File: src/rtl/cond_pkg.sv
// cond_pkg
// Shared definitions for the condition unit: the condition-code encodings
// EQ..NV, the bit positions of Z/N/C/V in a flag nibble, and the state
// encoding of the predication-window FSM.
package cond_pkg;

  localparam logic [3:0] CC_EQ = 4'd0;
  localparam logic [3:0] CC_NE = 4'd1;
  localparam logic [3:0] CC_CS = 4'd2;
  localparam logic [3:0] CC_CC = 4'd3;
  localparam logic [3:0] CC_MI = 4'd4;
  localparam logic [3:0] CC_PL = 4'd5;
  localparam logic [3:0] CC_VS = 4'd6;
  localparam logic [3:0] CC_VC = 4'd7;
  localparam logic [3:0] CC_HI = 4'd8;
  localparam logic [3:0] CC_LS = 4'd9;
  localparam logic [3:0] CC_GE = 4'd10;
  localparam logic [3:0] CC_LT = 4'd11;
  localparam logic [3:0] CC_GT = 4'd12;
  localparam logic [3:0] CC_LE = 4'd13;
  localparam logic [3:0] CC_AL = 4'd14;
  localparam logic [3:0] CC_NV = 4'd15;

  localparam int Z_BIT = 0;
  localparam int N_BIT = 1;
  localparam int C_BIT = 2;
  localparam int V_BIT = 3;

  typedef enum logic {
    ST_IDLE   = 1'b0,
    ST_ACTIVE = 1'b1
  } cond_state_e;

endpackage

File: src/rtl/cond_eval.sv
// cond_eval
// Purely combinational condition evaluator.
// Ports:
//   flags_i  flag nibble, [0]=Z [1]=N [2]=C [3]=V
//   code_i   condition code (EQ..NV)
//   cond_o   1 when the condition holds for flags_i
module cond_eval
  import cond_pkg::*;
(
  input  logic [3:0] flags_i,
  input  logic [3:0] code_i,
  output logic       cond_o
);

  logic z, n, c, v;

  always_comb begin
    z = flags_i[Z_BIT];
    n = flags_i[N_BIT];
    c = flags_i[C_BIT];
    v = flags_i[V_BIT];
    cond_o = 1'b0;
    case (code_i)
      CC_EQ: cond_o = z;
      CC_NE: cond_o = ~z;
      CC_CS: cond_o = c;
      CC_CC: cond_o = ~c;
      CC_MI: cond_o = n;
      CC_PL: cond_o = ~n;
      CC_VS: cond_o = v;
      CC_VC: cond_o = ~v;
      CC_HI: cond_o = c & ~z;
      CC_LS: cond_o = ~c | z;
      CC_GE: cond_o = (n == v);
      CC_LT: cond_o = (n != v);
      CC_GT: cond_o = ~z & (n == v);
      CC_LE: cond_o = z | (n != v);
      CC_AL: cond_o = 1'b1;
      default: cond_o = 1'b0;
    endcase
  end

endmodule

File: src/rtl/cond_unit.sv
// cond_unit
// Banked Z/N/C/V flag registers, a one-cycle registered condition evaluator
// and a predication-window FSM that applies one latched condition, with
// per-slot then/else polarity, to the next it_len accepted requests.
// Ports:
//   clk, reset                 clock, synchronous active-high reset
//   flags_we/wbank/wdata       flag bank write (independent of stall and FSM)
//   stall                      freeze result registers and FSM
//   req_valid/code/bank        evaluation request
//   it_start/it_len/it_mask    open a predication window with the request
//   cond_valid, cond_out       registered result
//   it_active                  predication window open
//   it_err                     sticky illegal-start flag
//   flags_rd                   combinational read of bank req_bank
// Build option: define COND_FWD_EN to forward a same-cycle flag write to the
// evaluator and flags_rd; otherwise the write is visible from the next cycle.
//
// state     | meaning
// ST_IDLE   | requests evaluate req_code on req_bank, unpredicated
// ST_ACTIVE | requests evaluate latched code/bank XOR it_mask[slot]
module cond_unit
  import cond_pkg::*;
#(
  parameter int NUM_BANKS  = 2,
  parameter int MAX_IT_LEN = 4,
  parameter int BANK_W     = (NUM_BANKS > 1) ? $clog2(NUM_BANKS) : 1,
  parameter int LEN_W      = $clog2(MAX_IT_LEN + 1)
) (
  input  logic                  clk,
  input  logic                  reset,
  input  logic                  flags_we,
  input  logic [BANK_W-1:0]     flags_wbank,
  input  logic [3:0]            flags_wdata,
  input  logic                  stall,
  input  logic                  req_valid,
  input  logic [3:0]            req_code,
  input  logic [BANK_W-1:0]     req_bank,
  input  logic                  it_start,
  input  logic [LEN_W-1:0]      it_len,
  input  logic [MAX_IT_LEN-1:0] it_mask,
  output logic                  cond_valid,
  output logic                  cond_out,
  output logic                  it_active,
  output logic                  it_err,
  output logic [3:0]            flags_rd
);

  localparam int SLOT_W = (MAX_IT_LEN > 1) ? $clog2(MAX_IT_LEN) : 1;

  logic [3:0]            bank_q [NUM_BANKS];
  cond_state_e           state_q;
  logic [3:0]            it_code_q;
  logic [BANK_W-1:0]     it_bank_q;
  logic [MAX_IT_LEN-1:0] it_mask_q;
  logic [LEN_W-1:0]      remain_q;
  logic [SLOT_W-1:0]     slot_q;
  logic                  cond_valid_q;
  logic                  cond_out_q;
  logic                  it_err_q;

  logic [3:0]            sel_code;
  logic [BANK_W-1:0]     sel_bank;
  logic [3:0]            sel_flags;
  logic [3:0]            rd_flags;
  logic                  eval_raw;
  logic                  cond_d;
  logic                  len_bad;

  // Bank reads go through a loop so a select beyond NUM_BANKS reads zero.
  always_comb begin
    sel_code  = (state_q == ST_ACTIVE) ? it_code_q : req_code;
    sel_bank  = (state_q == ST_ACTIVE) ? it_bank_q : req_bank;
    sel_flags = '0;
    rd_flags  = '0;
    for (int b = 0; b < NUM_BANKS; b++) begin
      if (sel_bank == BANK_W'(b)) sel_flags = bank_q[b];
      if (req_bank == BANK_W'(b)) rd_flags  = bank_q[b];
    end
`ifdef COND_FWD_EN
    if (flags_we && (flags_wbank == sel_bank)) sel_flags = flags_wdata;
    if (flags_we && (flags_wbank == req_bank)) rd_flags  = flags_wdata;
`endif
  end

  cond_eval u_eval (
    .flags_i (sel_flags),
    .code_i  (sel_code),
    .cond_o  (eval_raw)
  );

  always_comb begin
    cond_d  = (state_q == ST_ACTIVE) ? (eval_raw ^ it_mask_q[slot_q]) : eval_raw;
    len_bad = (it_len == '0) || (it_len > LEN_W'(MAX_IT_LEN));
  end

  always_ff @(posedge clk) begin
    if (reset) begin
      for (int b = 0; b < NUM_BANKS; b++) bank_q[b] <= '0;
    end else if (flags_we) begin
      for (int b = 0; b < NUM_BANKS; b++)
        if (flags_wbank == BANK_W'(b)) bank_q[b] <= flags_wdata;
    end
  end

  always_ff @(posedge clk) begin
    if (reset) begin
      state_q      <= ST_IDLE;
      it_code_q    <= '0;
      it_bank_q    <= '0;
      it_mask_q    <= '0;
      remain_q     <= '0;
      slot_q       <= '0;
      cond_valid_q <= 1'b0;
      cond_out_q   <= 1'b0;
      it_err_q     <= 1'b0;
    end else if (!stall) begin
      cond_valid_q <= req_valid;
      if (req_valid) begin
        cond_out_q <= cond_d;
        if (state_q == ST_IDLE) begin
          if (it_start) begin
            if (len_bad) begin
              it_err_q <= 1'b1;
            end else begin
              it_code_q <= req_code;
              it_bank_q <= req_bank;
              it_mask_q <= it_mask;
              remain_q  <= it_len;
              slot_q    <= '0;
              state_q   <= ST_ACTIVE;
            end
          end
        end else begin
          // A start inside an open window is rejected but still uses a slot.
          if (it_start) it_err_q <= 1'b1;
          if (remain_q == LEN_W'(1)) begin
            state_q  <= ST_IDLE;
            remain_q <= '0;
            slot_q   <= '0;
          end else begin
            remain_q <= remain_q - LEN_W'(1);
            slot_q   <= slot_q + SLOT_W'(1);
          end
        end
      end
    end
  end

  assign cond_valid = cond_valid_q;
  assign cond_out   = cond_out_q;
  assign it_active  = (state_q == ST_ACTIVE);
  assign it_err     = it_err_q;
  assign flags_rd   = rd_flags;

endmodule

File: config.mk
export PLATFORM = sky130hd
export DESIGN_NAME = cond_unit
export DESIGN_NICKNAME = d
export VERILOG_FILES = /design/src/rtl/cond_pkg.sv /design/src/rtl/cond_eval.sv /design/src/rtl/cond_unit.sv
export SDC_FILE = /design/constraint.sdc
export NUM_CORES = 1
export LEC_CHECK = 0
export ABC_CLOCK_PERIOD_IN_PS = 2500
export CAP_MARGIN = 20
export CORE_ASPECT_RATIO = 0.7
export CORE_MARGIN = 1
export CORE_UTILIZATION = 30
export DETAILED_ROUTE_END_ITERATION = 8
export PLACE_DENSITY_LB_ADDON = 0.2
export SLEW_MARGIN = 20
export SYNTH_ARGS = -nofsm -noshare
export SYNTH_HDL_FRONTEND = slang
export SYNTH_HIERARCHICAL = 1
export SYNTH_SLANG_ARGS = --single-unit
File: constraint.sdc
create_clock -name clk -period 2.5 [get_ports clk]
set_input_delay 0.5 -clock clk [delete_from_list [all_inputs] [get_ports clk]]
set_output_delay 0.5 -clock clk [all_outputs]
set_load 0.02 [all_outputs]
==> results of run 1 <==
==> cell usage after synthesis, types with 2 or more instances <==
cell type,n,area share
nor2_1,14,0.035
a311oi_1,2,0.012
nand2b_1,4,0.017
a31oi_1,3,0.013
dfxtp_1,18,0.24
a211o_1,2,0.012
ha_1,2,0.017
nor3b_1,2,0.010
mux2i_1,10,0.068
xor2_1,2,0.012
o21ai_0,4,0.014
o211ai_1,2,0.010
inv_1,4,0.010
mux2_4,2,0.020
mux2_2,12,0.091
and2_1,4,0.017
nor2b_1,3,0.013
nand4_1,2,0.0084
nand2_1,6,0.015
clkbuf_1,5,0.013
nor3_1,3,0.010
nand3_1,4,0.014
a21o_1,2,0.010
edfxtp_1,8,0.16
a21oi_1,7,0.024
==> per-stage QoR <==
stage	setup slack, ps	util
floorplan	18.6	-
global placement	-408	0.417
detailed placement	-565	0.417
CTS	51.7	0.441
global route	0.142	0.441
finish	72.8	0.441
==> routing by layer <==
metal	track usage	wire length, µm	up-vias
met5	0	0	-
met4	0.0429	31	0
met3	0.0381	143	6
met2	0.255	1650	31
met1	0.166	1620	607
li1	-	-	614
==> repair_timing <==
| action | 4_1_cts | 5_1_grt |
|---|---|---|
| endpoints found under the setup margin | 5 | 1 |
| resized for setup | 6 | 0 |
| pin swaps | 0 | 2 |
| gates cloned | 0 | 0 |
| setup buffers | 1 | 0 |
==> logic make-up (layout without fill, tap and decap cells) <==
| family | Yosys count | in the layout | synth area share |
|---|---|---|---|
| DFF | 26 | 26 | 0.405 |
| AOI/OAI and AO/OA | 30 | 30 | 0.138 |
| adders and majority gates | 2 | 2 | 0.0169 |
| muxes | 25 | 25 | 0.194 |
| and+or+nand+nor | 50 | 50 | 0.184 |
| buffers and inverters | 12 | 47 | 0.0388 |
| xor gates and xnor gates | 3 | 3 | 0.0228 |
==> state kept, by name, indices dropped and copies added (netlist names), 2 cells and up <==
signal,cells
bank_q,8
it_mask_q,4
slot_q,2
remain_q,3
it_code_q,4
==> how the worst max path moves through the flow <==
stage	slack, ps	start	endpoint	cells after the start
6_report	70	req_bank	cond_out	9
5_1_grt	0.1	req_bank	cond_out	9
4_1_cts	50	it_active	cond_out	8
3_5_place_dp	-570	req_bank	cond_out	9
3_3_place_gp	-410	req_bank	cond_out	9
2_1_floorplan	20	it_active	cond_out	9
==> critical path, cell delays in order <==
cell and delay [ps]:
dlygate4sd2_1 270, mux2i_4 250, mux2_4 360, xnor2_4 180, o22ai_1 110, a211o_1 310, a211o_1 270, xor2_1 160
a211oi_1 200
==> layout make-up <==
class                           count  share of cell area
Timing Repair Buffer               39               0.184
Clock buffer                        3              0.0207
Tap cell                           66              0.0414
Clock inverter                      1              0.0150
Multi-Input combinational cell    110               0.430
Inverter                            4             0.00752
Sequential cell                    26               0.301
==> power by group <==
part	internal, mW	switching, mW	total [mW]
sequential	0.457	0.0132	0.470
combinational	0.138	0.117	0.255
clock	0.214	0.129	0.343
total	0.810	0.259	1.07
==> impl_metrics.json, run 1 <==
{
  "nNetsFinal": 209,
  "slew_headroom": 0.790,
  "critPathArrivalTime_ps": 2620,
  "cts.sinks": 26,
  "grt_max_degree": 19,
  "cts_tree": "done",
  "drtIter0Drc": 78,
  "insertion_delay_ps": 270,
  "rsz0062_at_grt": "false",
  "fp.dieH_um": 60.8,
  "drt_wl_total_mm": 3.45,
  "yosysUniqueCellTypes": 46,
  "reg2reg_to": "cond_out",
  "maxSlewViolCount": 0,
  "post_drt_wl_per_cell_um": 13.9,
  "synth.net_count": 173,
  "p_per_area_mw_per_mm2": 535,
  "antenna_left": 0,
  "cts.clk_slew.worst_paths_ps": 90,
  "hp-start": "cond_valid",
  "place_inst": 244,
  "total_power_mw": 1.07,
  "cp_max_fo": 4,
  "final_cell_mix": "clkdlybuf4s50_1 (29), dfxtp_1 (17), nor2_1 (14)",
  "holdPathStages": 2,
  "worst_pin_slew_ps": 311,
  "start_kind": "input port",
  "postSynthCellCount": 148,
  "postLayoutCellArea_mm2": 0.00200,
  "mappedNetlistArea_mm2": 0.00148,
  "final_common_cell": "clkdlybuf4s50_1",
  "dpl_cell_area_mm2": 0.00189,
  "synth_edf_count": 8,
  "fin_hold_ws_ps": 478,
  "num_rows": 20,
  "crit_type": "input port to flip-flop",
  "antenna_found_initial": 0,
  "max_freq_mhz": 412,
  "hold_viol_final": 0,
  "r2r_cells": 8,
  "rrSetupSlack_ps": 120,
  "period_share": 0.971,
  "p_leak_nw": 0.779,
  "overflow": 0,
  "cp-end-kind": "flip-flop",
  "drtPass1Iterations": 4,
  "vias_per_cell": 5.05,
  "grt_pass1_vias": 1310,
  "synth.avg_cell_area_um2": 10.0,
  "cts_max_level": 1,
  "clock_path_buffers": 2,
  "status": "completed",
  "num_vias": 1258,
  "multi_input_area_um2": 860,
  "min_to": "cond_valid",
  "cts_made_buffers": 3,
  "fp.dieW_um": 86.0,
  "ys_ff_latch": 26,
  "initial_utilization": 0.327,
  "hpwl_mm": 2.65,
  "portBuffers": 30,
  "grt_usage": 0.141,
  "clock-root-buffer": "clkbuf_8",
  "route.detailed.drc": 0,
  "min_period_ps": 2430,
  "hold_path_class": "flip-flop to flip-flop",
  "grt_pass1_wl_mm": 5.74,
  "holdBufCountCts": 0,
  "fin_setup_tns_ps": 0,
  "n_fill_cell": 442,
  "drv_cap": 0,
  "reg2reg_from": "it_active",
  "finClkSkew_ps": 6.84,
  "final_cells": 249,
  "dieArea_mm2": 0.00523,
  "synth_flop_cell": "dfxtp_1",
  "drive_gt1_frac": 0.186,
  "vdd_drop_max_v": 0.000204,
  "io_pins": 31,
  "num_antenna_cells": 0,
  "regArea_um2": 602,
  "area_growth_pct": 34.7,
  "yosys_warnings": 6,
  "async_reset_ff_frac": 0,
  "ys_seq_area_frac": 0.405,
  "place_congestion": 0.821,
  "core-area_mm2": 0.00453,
  "setup_violations": 0,
  "required_ps": 2690
}
No activity file was read; power rests on OpenSTA's default activity.
==> run 2, diff against run 1 <==
--- a/config.mk
+++ b/config.mk
@@ -11,9 +11,9 @@
 export CORE_MARGIN = 1
 export CORE_UTILIZATION = 30
 export DETAILED_ROUTE_END_ITERATION = 8
-export PLACE_DENSITY_LB_ADDON = 0.2
+export DONT_BUFFER_PORTS = 1
+export PLACE_DENSITY_LB_ADDON = 0.25
 export SLEW_MARGIN = 20
 export SYNTH_ARGS = -nofsm -noshare
 export SYNTH_HDL_FRONTEND = slang
-export SYNTH_HIERARCHICAL = 1
 export SYNTH_SLANG_ARGS = --single-unit
==> run 2 against run 1 <==
Non-clock buffer count down 37. Critical path depth down 3. Wire length decreased by 0.84%. Utilization decreased by 9.6 points. Die area up 6.7%.
==> impl_metrics.json, run 2 <==
{
  "status": "completed",
  "period_share": 0.839,
  "hold_viol_final": 0,
  "grt_use_met3": 0.0383,
  "final_cell_mix": "mux2i_1 (22), nor2_1 (20), dfxtp_1 (18)",
  "p_leak_nw": 0.598,
  "finClkSkew_ps": 11.5,
  "synthTopCellsByCount": "mux2i_1 (22), nor2_1 (20), dfxtp_1 (18), o21ai_0 (11), edfxtp_1 (8)",
  "holdPathStages": 1,
  "drtPass1Iterations": 4,
  "setup_violations": 0,
  "yosysMostFrequentCell": "mux2i_1",
  "nNetsFinal": 188,
  "yosys_warnings": 0,
  "cp_max_fo": 5,
  "synth_top_family_by_area": "multiplexers",
  "n_fill_cell": 531,
  "r2r_cells": 6,
  "insertion_delay_ps": 270,
  "async_reset_ff_frac": 0,
  "fin_setup_tns_ps": 0,
  "postSynthCellCount": 163,
  "clock-root-buffer": "clkbuf_8",
  "num_rows": 21,
  "fin_hold_ws_ps": 291,
  "hold_path_class": "input port to flip-flop",
  "route.detailed.drc": 0,
  "drv_cap": 0,
  "post_cts_buffers": 0,
  "clock_path_buffers": 2,
  "synth_top_area_share": 0.227,
  "min_period_ps": 2100,
  "holdBufCountCts": 0,
  "synth_fa_ha_area_frac": 0.0158,
  "antenna_found_initial": 0,
  "synth_flop_cell": "dfxtp_1",
  "critPathArrivalTime_ps": 2250,
  "antenna_left": 0,
  "cts_max_level": 1,
  "grt_usage": 0.130,
  "reg.largest.list": "bank_q: 8 flops, it_code_q: 4 flops, it_mask_q: 4 flops",
  "synth.net_count": 188,
  "rrSetupSlack_ps": 400,
  "grt.busiest_layer": "met2",
  "yosysUniqueCellTypes": 41,
  "largest_register_ffs": 8,
  "drtIter0Drc": 108,
  "final_common_cell": "mux2i_1",
  "area_growth_pct": 7.50,
  "reg2reg_to": "cond_out",
  "synth.avg_cell_area_um2": 9.73,
  "max_freq_mhz": 477,
  "fp.dieH_um": 62.8,
  "portBuffers": 0,
  "ys_ff_latch": 26,
  "rsz0062_at_grt": "false",
  "yosys.area_share.simple": 0.193,
  "ctsResizeCount": 0,
  "maxSlewViolCount": 0,
  "cp-end-kind": "flip-flop",
  "vias_per_cell": 5.18,
  "synth_edf_count": 8,
  "cts_made_buffers": 3,
  "hpwl_mm": 2.55,
  "num_antenna_cells": 0,
  "initial_utilization": 0.321,
  "reg2reg_from": "it_active",
  "fp.dieW_um": 88.9,
  "drt_wl_total_mm": 3.42,
  "grt_max_degree": 25,
  "start_kind": "flip-flop",
  "dieArea_mm2": 0.00558,
  "synth_mux_area_frac": 0.210,
  "use_met2": 0.194,
  "core-area_mm2": 0.00494,
  "met1_usage": 0.182,
  "synthTopCellsByArea": "dfxtp_1 (23%), edfxtp_1 (15%), mux2i_1 (14%), nor2_1 (4.7%), mux2_2 (4.3%)",
  "vdd_drop_max_v": 0.000164,
  "p_per_area_mw_per_mm2": 524,
  "required_ps": 2660,
  "grt_pass1_vias": 1142,
  "drive_gt1_frac": 0.0926,
  "cts.sinks": 26,
  "synth_compound_area_frac": 0.146,
  "crit_type": "flip-flop to flip-flop",
  "grt_pass1_wl_mm": 5.53,
  "hp-start": "reset",
  "min_to": "it_err",
  "cts_tree": "done",
  "num_vias": 1196,
  "slew_headroom": 0.699,
  "worst_pin_slew_ps": 450,
  "post_drt_wl_per_cell_um": 14.8,
  "ys_seq_area_frac": 0.379,
  "io_pins": 31,
  "mappedNetlistArea_mm2": 0.00159,
  "place_congestion": 0.791,
  "cts.clk_slew.worst_paths_ps": 100,
  "top_register": "bank_q",
  "overflow": 0,
  "synth-xor-area-share": 0.0166,
  "synth.largest_area_cell": "dfxtp_1"
}
-- run 2: changes by cell type after synthesis, sizes merged, moves of 3 or more --
cell   delta
nor2      +6
o21ai     +7
mux2i    +13
inv       +3
mux2      -8
-- run 2: kinds of logic after synthesis --
logic type	Yosys count
buffers and inverters	14
XOR/XNOR	3
adder cells (fa/ha/maj)	2
AO/OA/AOI/OAI	33
AND/OR/NAND/NOR	55
flip-flops	26
multiplexers	30
-- run 2: how the worst max path moves through the flow --
stage | startpoint | endpoint | depth (start not counted)
floorplan | it_active | cond_out | 7
global route | it_active | cond_out | 6
global placement | it_active | cond_out | 6
CTS | it_active | cond_out | 6
detailed placement | it_active | cond_out | 6
finish | it_active | cond_out | 6
-- run 2: worst max-delay path, stage by stage (launching register included) --
cell	delay, ps
dfxtp_1	430
mux2i_4	370
mux2i_1	370
xnor2_1	160
a2111oi_4	380
o211a_1	200
nand3_1	60
-- run 2: area by class of cell --
cell class,instances,area (µm²),share of cell area
Multi-Input combinational cell,123,921,0.540
Sequential cell,26,601,0.352
Tap cell,69,86.3,0.0507
Clock buffer,4,55.1,0.0323
Inverter,7,26.3,0.0154
Timing Repair Buffer,2,15.0,0.00881
-- run 2: per-layer routing --
| metal | wire (µm) | up-vias | share of wire |
|---|---|---|---|
| met5 | 0 | - | 0 |
| met1 | 1690 | 566 | 0.49 |
| li1 | - | 598 | - |
| met3 | 163 | 4 | 0.048 |
| met4 | 27 | 0 | 0.0079 |
| met2 | 1540 | 28 | 0.45 |
-- run 2: per-stage QoR --
stage	power [mW]	instance area [µm²]	setup slack (ps)	std cells	util
final	0.892	1700	402	231	0.345
after detailed placement	0.628	1650	463	227	0.334
after floorplan	0.607	1590	456	163	-
after global placement	0.626	1650	552	227	0.334
after CTS	0.904	1700	400	231	0.345
after global routing	0.940	1700	316	231	0.345
-- run 2: power by group --
group | total [mW] | leakage (nW) | internal (mW) | switching (mW)
combinational | 0.141 | 0.342 | 0.0641 | 0.0766
clock | 0.273 | 0.0288 | 0.141 | 0.133
sequential | 0.478 | 0.227 | 0.457 | 0.0210
